File: config.mk
export PLATFORM = sky130hd
export DESIGN_NAME = crc32_png_flat
export DESIGN_NICKNAME = d
export VERILOG_FILES = /design/src/rtl/crc32_png_if.sv /design/src/rtl/crc32_png.sv /design/src/flat_wrapper.sv
export SDC_FILE = /design/constraint.sdc
export NUM_CORES = 1
export LEC_CHECK = 0
export CAP_MARGIN = 20
export CORE_MARGIN = 2
export CORE_UTILIZATION = 40
export DETAILED_ROUTE_END_ITERATION = 10
export GPL_TIMING_DRIVEN = 0
export SLEW_MARGIN = 20
export SYNTH_ARGS = -nofsm -noshare
export SYNTH_HDL_FRONTEND = slang
export SYNTH_SLANG_ARGS = --single-unit
File: constraint.sdc
create_clock -name clk -period 2 [get_ports clk]
set_clock_uncertainty 0.1 [all_clocks]
set_input_delay 0.4 -clock clk [delete_from_list [all_inputs] [get_ports clk]]
set_output_delay 0.4 -clock clk [all_outputs]
set_load 0.05 [all_outputs]
File: src/rtl/crc32_png_if.sv
// rtl/crc32_png_if.sv - beat input and CRC result bundle for crc32_png
//   start_i  begin new CRC (register reloads INIT)
//   val_i    dat_i/lst_i valid this cycle
//   dat_i    data beat, DW bits, LSB byte first
//   lst_i    beat closes the message
//   done_o   one-cycle pulse: CRC of the last beat is on dat_o
//   val_o    one-cycle pulse: dat_o updated for the previous beat
//   dat_o    finalized CRC, held between updates
interface crc32_png_if #(
  parameter int DW = 8
) ();
  logic          start_i;
  logic          val_i;
  logic [DW-1:0] dat_i;
  logic          lst_i;
  logic          done_o;
  logic          val_o;
  logic [31:0]   dat_o;

  modport master (
    output start_i, val_i, dat_i, lst_i,
    input  done_o, val_o, dat_o
  );

  modport slave (
    input  start_i, val_i, dat_i, lst_i,
    output done_o, val_o, dat_o
  );
endinterface

File: src/rtl/crc32_png.sv
// rtl/crc32_png.sv - streaming reflected CRC-32 (zlib/PNG) with auto-rearm after last beat
//   clk   rising-edge clock
//   rstn  synchronous reset, active high (rstn=1 resets)
//   bus   crc32_png_if slave: start_i/val_i/dat_i/lst_i in, done_o/val_o/dat_o out
module crc32_png #(
  parameter int          DW     = 8,
  parameter logic [31:0] POLY   = 32'hEDB88320,
  parameter logic [31:0] INIT   = 32'hFFFFFFFF,
  parameter logic [31:0] XOROUT = 32'hFFFFFFFF
) (
  input  logic          clk,
  input  logic          rstn,
  crc32_png_if.slave    bus
);

  localparam int NB = DW / 8;

  logic [31:0] crc_q, crc_d;
  logic [31:0] dat_q, dat_d;
  logic        val_q, val_d;
  logic        done_q, done_d;

  logic [31:0] base;
  logic [31:0] next_crc;

  // Whole beat folded in one cycle, byte 0 (lowest lane) first.
  function automatic logic [31:0] crc_beat(input logic [31:0] c_in,
                                           input logic [DW-1:0] d);
    logic [31:0] c;
    c = c_in;
    for (int b = 0; b < NB; b++) begin
      c = c ^ {24'h000000, d[8*b +: 8]};
      for (int k = 0; k < 8; k++) begin
        c = c[0] ? ((c >> 1) ^ POLY) : (c >> 1);
      end
    end
    return c;
  endfunction

  // start_i overrides the running value in the same cycle so a beat
  // arriving with start_i is folded onto INIT, not onto stale state.
  assign base     = bus.start_i ? INIT : crc_q;
  assign next_crc = crc_beat(base, bus.dat_i);

  always_comb begin
    crc_d  = crc_q;
    dat_d  = dat_q;
    val_d  = 1'b0;
    done_d = 1'b0;
    if (bus.val_i) begin
      dat_d  = next_crc ^ XOROUT;
      val_d  = 1'b1;
      done_d = bus.lst_i;
      // Re-arm after the last beat so the next message needs no start_i.
      crc_d  = bus.lst_i ? INIT : next_crc;
    end else if (bus.start_i) begin
      crc_d  = INIT;
    end
  end

  always_ff @(posedge clk) begin
    if (rstn) begin
      crc_q  <= INIT;
      dat_q  <= 32'h0;
      val_q  <= 1'b0;
      done_q <= 1'b0;
    end else begin
      crc_q  <= crc_d;
      dat_q  <= dat_d;
      val_q  <= val_d;
      done_q <= done_d;
    end
  end

  assign bus.dat_o  = dat_q;
  assign bus.val_o  = val_q;
  assign bus.done_o = done_q;

endmodule

File: src/flat_wrapper.sv
// flat-port wrapper written by rule: the top's interface ports become plain ports
module crc32_png_flat 
#(
  parameter int          DW     = 8,
  parameter logic [31:0] POLY   = 32'hEDB88320,
  parameter logic [31:0] INIT   = 32'hFFFFFFFF,
  parameter logic [31:0] XOROUT = 32'hFFFFFFFF
)
  (clk, rstn, bus_start_i, bus_val_i, bus_dat_i, bus_lst_i, bus_done_o, bus_val_o, bus_dat_o);
  crc32_png_if #(.DW(DW)) bus_i ();
  input  logic clk;
  input  logic rstn;
  input wire logic [$bits(bus_i.start_i)-1:0] bus_start_i;
  input wire logic [$bits(bus_i.val_i)-1:0] bus_val_i;
  input wire logic [$bits(bus_i.dat_i)-1:0] bus_dat_i;
  input wire logic [$bits(bus_i.lst_i)-1:0] bus_lst_i;
  output wire logic [$bits(bus_i.done_o)-1:0] bus_done_o;
  output wire logic [$bits(bus_i.val_o)-1:0] bus_val_o;
  output wire logic [$bits(bus_i.dat_o)-1:0] bus_dat_o;
  assign bus_i.start_i = bus_start_i;
  assign bus_i.val_i = bus_val_i;
  assign bus_i.dat_i = bus_dat_i;
  assign bus_i.lst_i = bus_lst_i;
  assign bus_done_o = bus_i.done_o;
  assign bus_val_o = bus_i.val_o;
  assign bus_dat_o = bus_i.dat_o;
  crc32_png #(.DW(DW), .POLY(POLY), .INIT(INIT), .XOROUT(XOROUT)) u_core (.clk(clk), .rstn(rstn), .bus(bus_i));
endmodule
==> flow_summary.yaml <==
status:
  status: "finished, violations left"
  violations_in_the_final_reports: "setup timing"
layout:
  areaGrowthSynthToFinish_pct: 37.66
  nNetsFinal: 500
  antenna_cells_inserted: 0
  seqCellArea_um2: 1333
  post-route-util_pct: 56.24
  fraction_of_final_layout_cells_with_drive_strength_greater_than_1_pct: 27.35
  filler_cell_count: 839
  multiInputGateArea_um2: 2579
drt:
  initialDrtViolationCount: 180
  drcViolationCount: 0
  detail-route-antenna-nets: 0
  via_count_of_the_routed_design: 3022
  wl_per_cell_um: 16.98
  finalWirelength_mm: 10.21
  firstDrtPassIters: 4
  route.detailed.vias_per_inst: 5.028
timing:
  clock.fmax_mhz: 493.7
  post-route-min-period_ns: 2.025
  timing_max_transition_violations_final: 0
  slew-limit-headroom_pct: 55.52
  hold_violations: 0
  final_critical_path_setup_slack_ns: -0.02543
  setup_viol_count_final: 1
  rsz0062_at_grt: "yes"
  final.period_utilization_pct: 101.3
  timing_worst_slew_pin_value_ns: 0.6672
logic_synthesis:
  synthFlopType: "sky130_fd_sc_hd__dfxtp_1"
  syn-instance-count: 406
  ys_async_sr_fraction_pct: 0
  yosysWarningCount: 0
  synthXorXnorAreaFrac_pct: 29.50
  post_synthesis_mux_area_share_pct: 4.795
  syn_avg_cell_area_um2: 9.255
  synth-edff-count: 0
  synth_compound_gate_area_share_pct: 9.357
  synth_cell_area_um2: 3757
  synth_simple_gate_area_share_pct: 16.85
  synth_top_cell_by_area: "sky130_fd_sc_hd__dfxtp_1"
  synth-seq-area-share_pct: 35.16
  synth-adder-area-share_pct: 0
  synth.top_cell.area_share_pct: 35.16
  synth_top_cells_by_area: "sky130_fd_sc_hd__dfxtp_1 (35%), sky130_fd_sc_hd__xnor2_1 (13%), sky130_fd_sc_hd__nor2_1 (8.8%), sky130_fd_sc_hd__xnor3_1 (5.4%), sky130_fd_sc_hd__mux2i_1 (4.8%)"
  largest_family_of_logic_cells_by_synthesized_area: "XOR/XNOR gates"
  ys_ff_latch: 66
  yosys.cell_types.count: 39
  syn-num-nets: 419
power:
  ir_drop_uv: 585.8
  static-leakage-power_nw: 2.462
  p_total_w: 0.004622
  power_density_nw_per_um2: 893.5
hold_path:
  timing.hold.worst.class: "flop to flop"
global_route:
  groute.usage.overall_pct: 20.74
  grt_antenna_before_repair: 0
  grt_pass1_vias: 2866
  grt_start_max_net_pins: 11
  grt_overflow: 0
  grt_first_pass_wirelength_mm: 15.79
floorplanning:
  number_of_cell_rows: 35
  initial_core_utilization_pct: 40.86
  die_h_um: 100.9
  coreArea_um2: 9196
  design.die.area_um2: 10180
  width_of_the_die_um: 100.9
  io-pin-count: 47
clocking:
  clockRootBuffer: "sky130_fd_sc_hd__clkbuf_8"
  cts_sinks: 66
  path_clk_slew_ns: 0.07
  cts_tree: "yes"
  cts-htree-levels: 3
  worst_skew_pair.late_latency_ns: 0.34
  cts_inserted_buffers: 9
  clk_path_buf_depth: 2
  holdBufCountCts: 0
worst_setup_path:
  critical_path_required_ns: 2.13
  critical_path.startpoint_type: "flop"
  path_class: "flop to flop"
  crit_arrival_ns: 2.16
  kind_of_end_point_of_the_critical_path: "flop"
  crit_path_max_fanout: 7
placed_design:
  gp_routability_congestion: 0.8751
  buffer_ports.inserted: 42
  place_hpwl_mm: 7.103
flow_run:
  max_capacitance_violation_count: 0
[per-layer routing]
layer  up-vias  share of wire [%]  GRT usage (%)
met2        90                 48          34.36
li1       1485                  -              -
met4         0                2.9          6.653
met3        18                4.6          4.230
met5         -                  0              0
met1      1429                 44          27.15
[metrics by stage]
step           worst slack, ns  hold WS [ns]  setup TNS [ns]  cell area (um^2)  std cells
3_3_place_gp            -1.031        0.3754          -46.36              4382        559
2_1_floorplan         -0.06926        0.3697         -0.1818              3822        406
4_1_cts               -0.03858        0.3908         -0.1044              4868        593
5_1_grt               -0.07415        0.3912         -0.4290              5172        601
3_5_place_dp            -1.059        0.3809          -47.49              4382        559
6_report              -0.02543        0.3837        -0.02543              5172        601
[final timing paths]
check | startpoint | slack, ns | to | depth (start not counted)
worst max register to register | u_core.crc_q[0]$_SDFF_PP1_ | -0.03 | u_core.crc_q[16]$_SDFF_PP1_ | 8
worst max-delay path | u_core.crc_q[0]$_SDFF_PP1_ | -0.03 | u_core.crc_q[16]$_SDFF_PP1_ | 8
worst min register to register | u_core.bus.dat_o[3]$_SDFFE_PP0P_ | 0.38 | u_core.bus.dat_o[3]$_SDFFE_PP0P_ | 2
worst min-delay path | u_core.bus.dat_o[3]$_SDFFE_PP0P_ | 0.38 | u_core.bus.dat_o[3]$_SDFFE_PP0P_ | 2
[placed cells by master (no fill, tap or decap), drive strengths merged, types with 2 or more instances in the layout]
master / count
nor2: 91
dfxtp: 66
xnor2: 60
buf: 44
clkbuf: 30
dlymetal6s2s: 26
a21oi: 20
xor2: 20
or2: 19
mux2i: 18
nand2b: 14
a211oi: 13
xnor3: 11
o22ai: 7
dlygate4sd2: 6
clkdlybuf4s50: 6
inv: 4
nor3: 4
nand2: 4
o32ai: 4
xor3: 4
o32a: 3
or3: 2
nand3: 2
a22o: 2
clkdlybuf4s15: 2
[cell families after synthesis]
group,Yosys count
simple gates,139
xor+xnor,95
buf+inv,36
mux,18
flops,66
compound gates,52
[repair_timing]
item	in CTS	in global routing
endpoints found under the setup margin	62	64
gates resized for setup	49	73
pin swaps	23	22
cloned	0	0
setup buffers	21	9
[report_power, final]
part | switching, W | internal, W | leakage (nW)
clock | 0.000504 | 0.000536 | 0.0903
sequential | 0.0000941 | 0.00147 | 0.542
combinational | 0.00110 | 0.000919 | 1.83
[critical path: stages, from the launching register on]
cell,delay [ns]
sky130_fd_sc_hd__dfxtp_1,0.31
sky130_fd_sc_hd__buf_6,0.15
sky130_fd_sc_hd__nor2_4,0.14
sky130_fd_sc_hd__xnor2_4,0.14
sky130_fd_sc_hd__xnor3_2,0.36
sky130_fd_sc_hd__buf_4,0.18
sky130_fd_sc_hd__xnor2_2,0.18
sky130_fd_sc_hd__a21oi_1,0.09
sky130_fd_sc_hd__or2_2,0.26
[registers in the layout, summed over array words and instances (netlist names)]
signal	cells
u_core.bus.val_o	1
u_core.crc_q	32
u_core.bus.done_o	1
u_core.bus.dat_o	32
[cells in the mapped netlist (7+ instances only)]
| cell | instances |
|---|---|
| sky130_fd_sc_hd__dfxtp_1 | 66 |
| sky130_fd_sc_hd__clkbuf_1 | 17 |
| sky130_fd_sc_hd__a211oi_1 | 13 |
| sky130_fd_sc_hd__mux2i_1 | 18 |
| sky130_fd_sc_hd__nand2b_1 | 14 |
| sky130_fd_sc_hd__or2_2 | 15 |
| sky130_fd_sc_hd__nor2_1 | 88 |
| sky130_fd_sc_hd__xnor3_1 | 9 |
| sky130_fd_sc_hd__a21oi_1 | 20 |
| sky130_fd_sc_hd__xnor2_1 | 56 |
| sky130_fd_sc_hd__buf_2 | 7 |
| sky130_fd_sc_hd__xor2_1 | 18 |
| sky130_fd_sc_hd__o22ai_1 | 7 |
[final cells by class]
type	count	area share [%]
repair buffers	72	13.88
multi-input cells	304	49.85
plain buffers	30	4.088
inverters	4	0.2903
flip-flops and latches	66	25.76
clock buffers	12	3.193
clock inverters	2	0.2419
well taps	111	2.685
No activity file was read; power rests on OpenSTA's default activity.
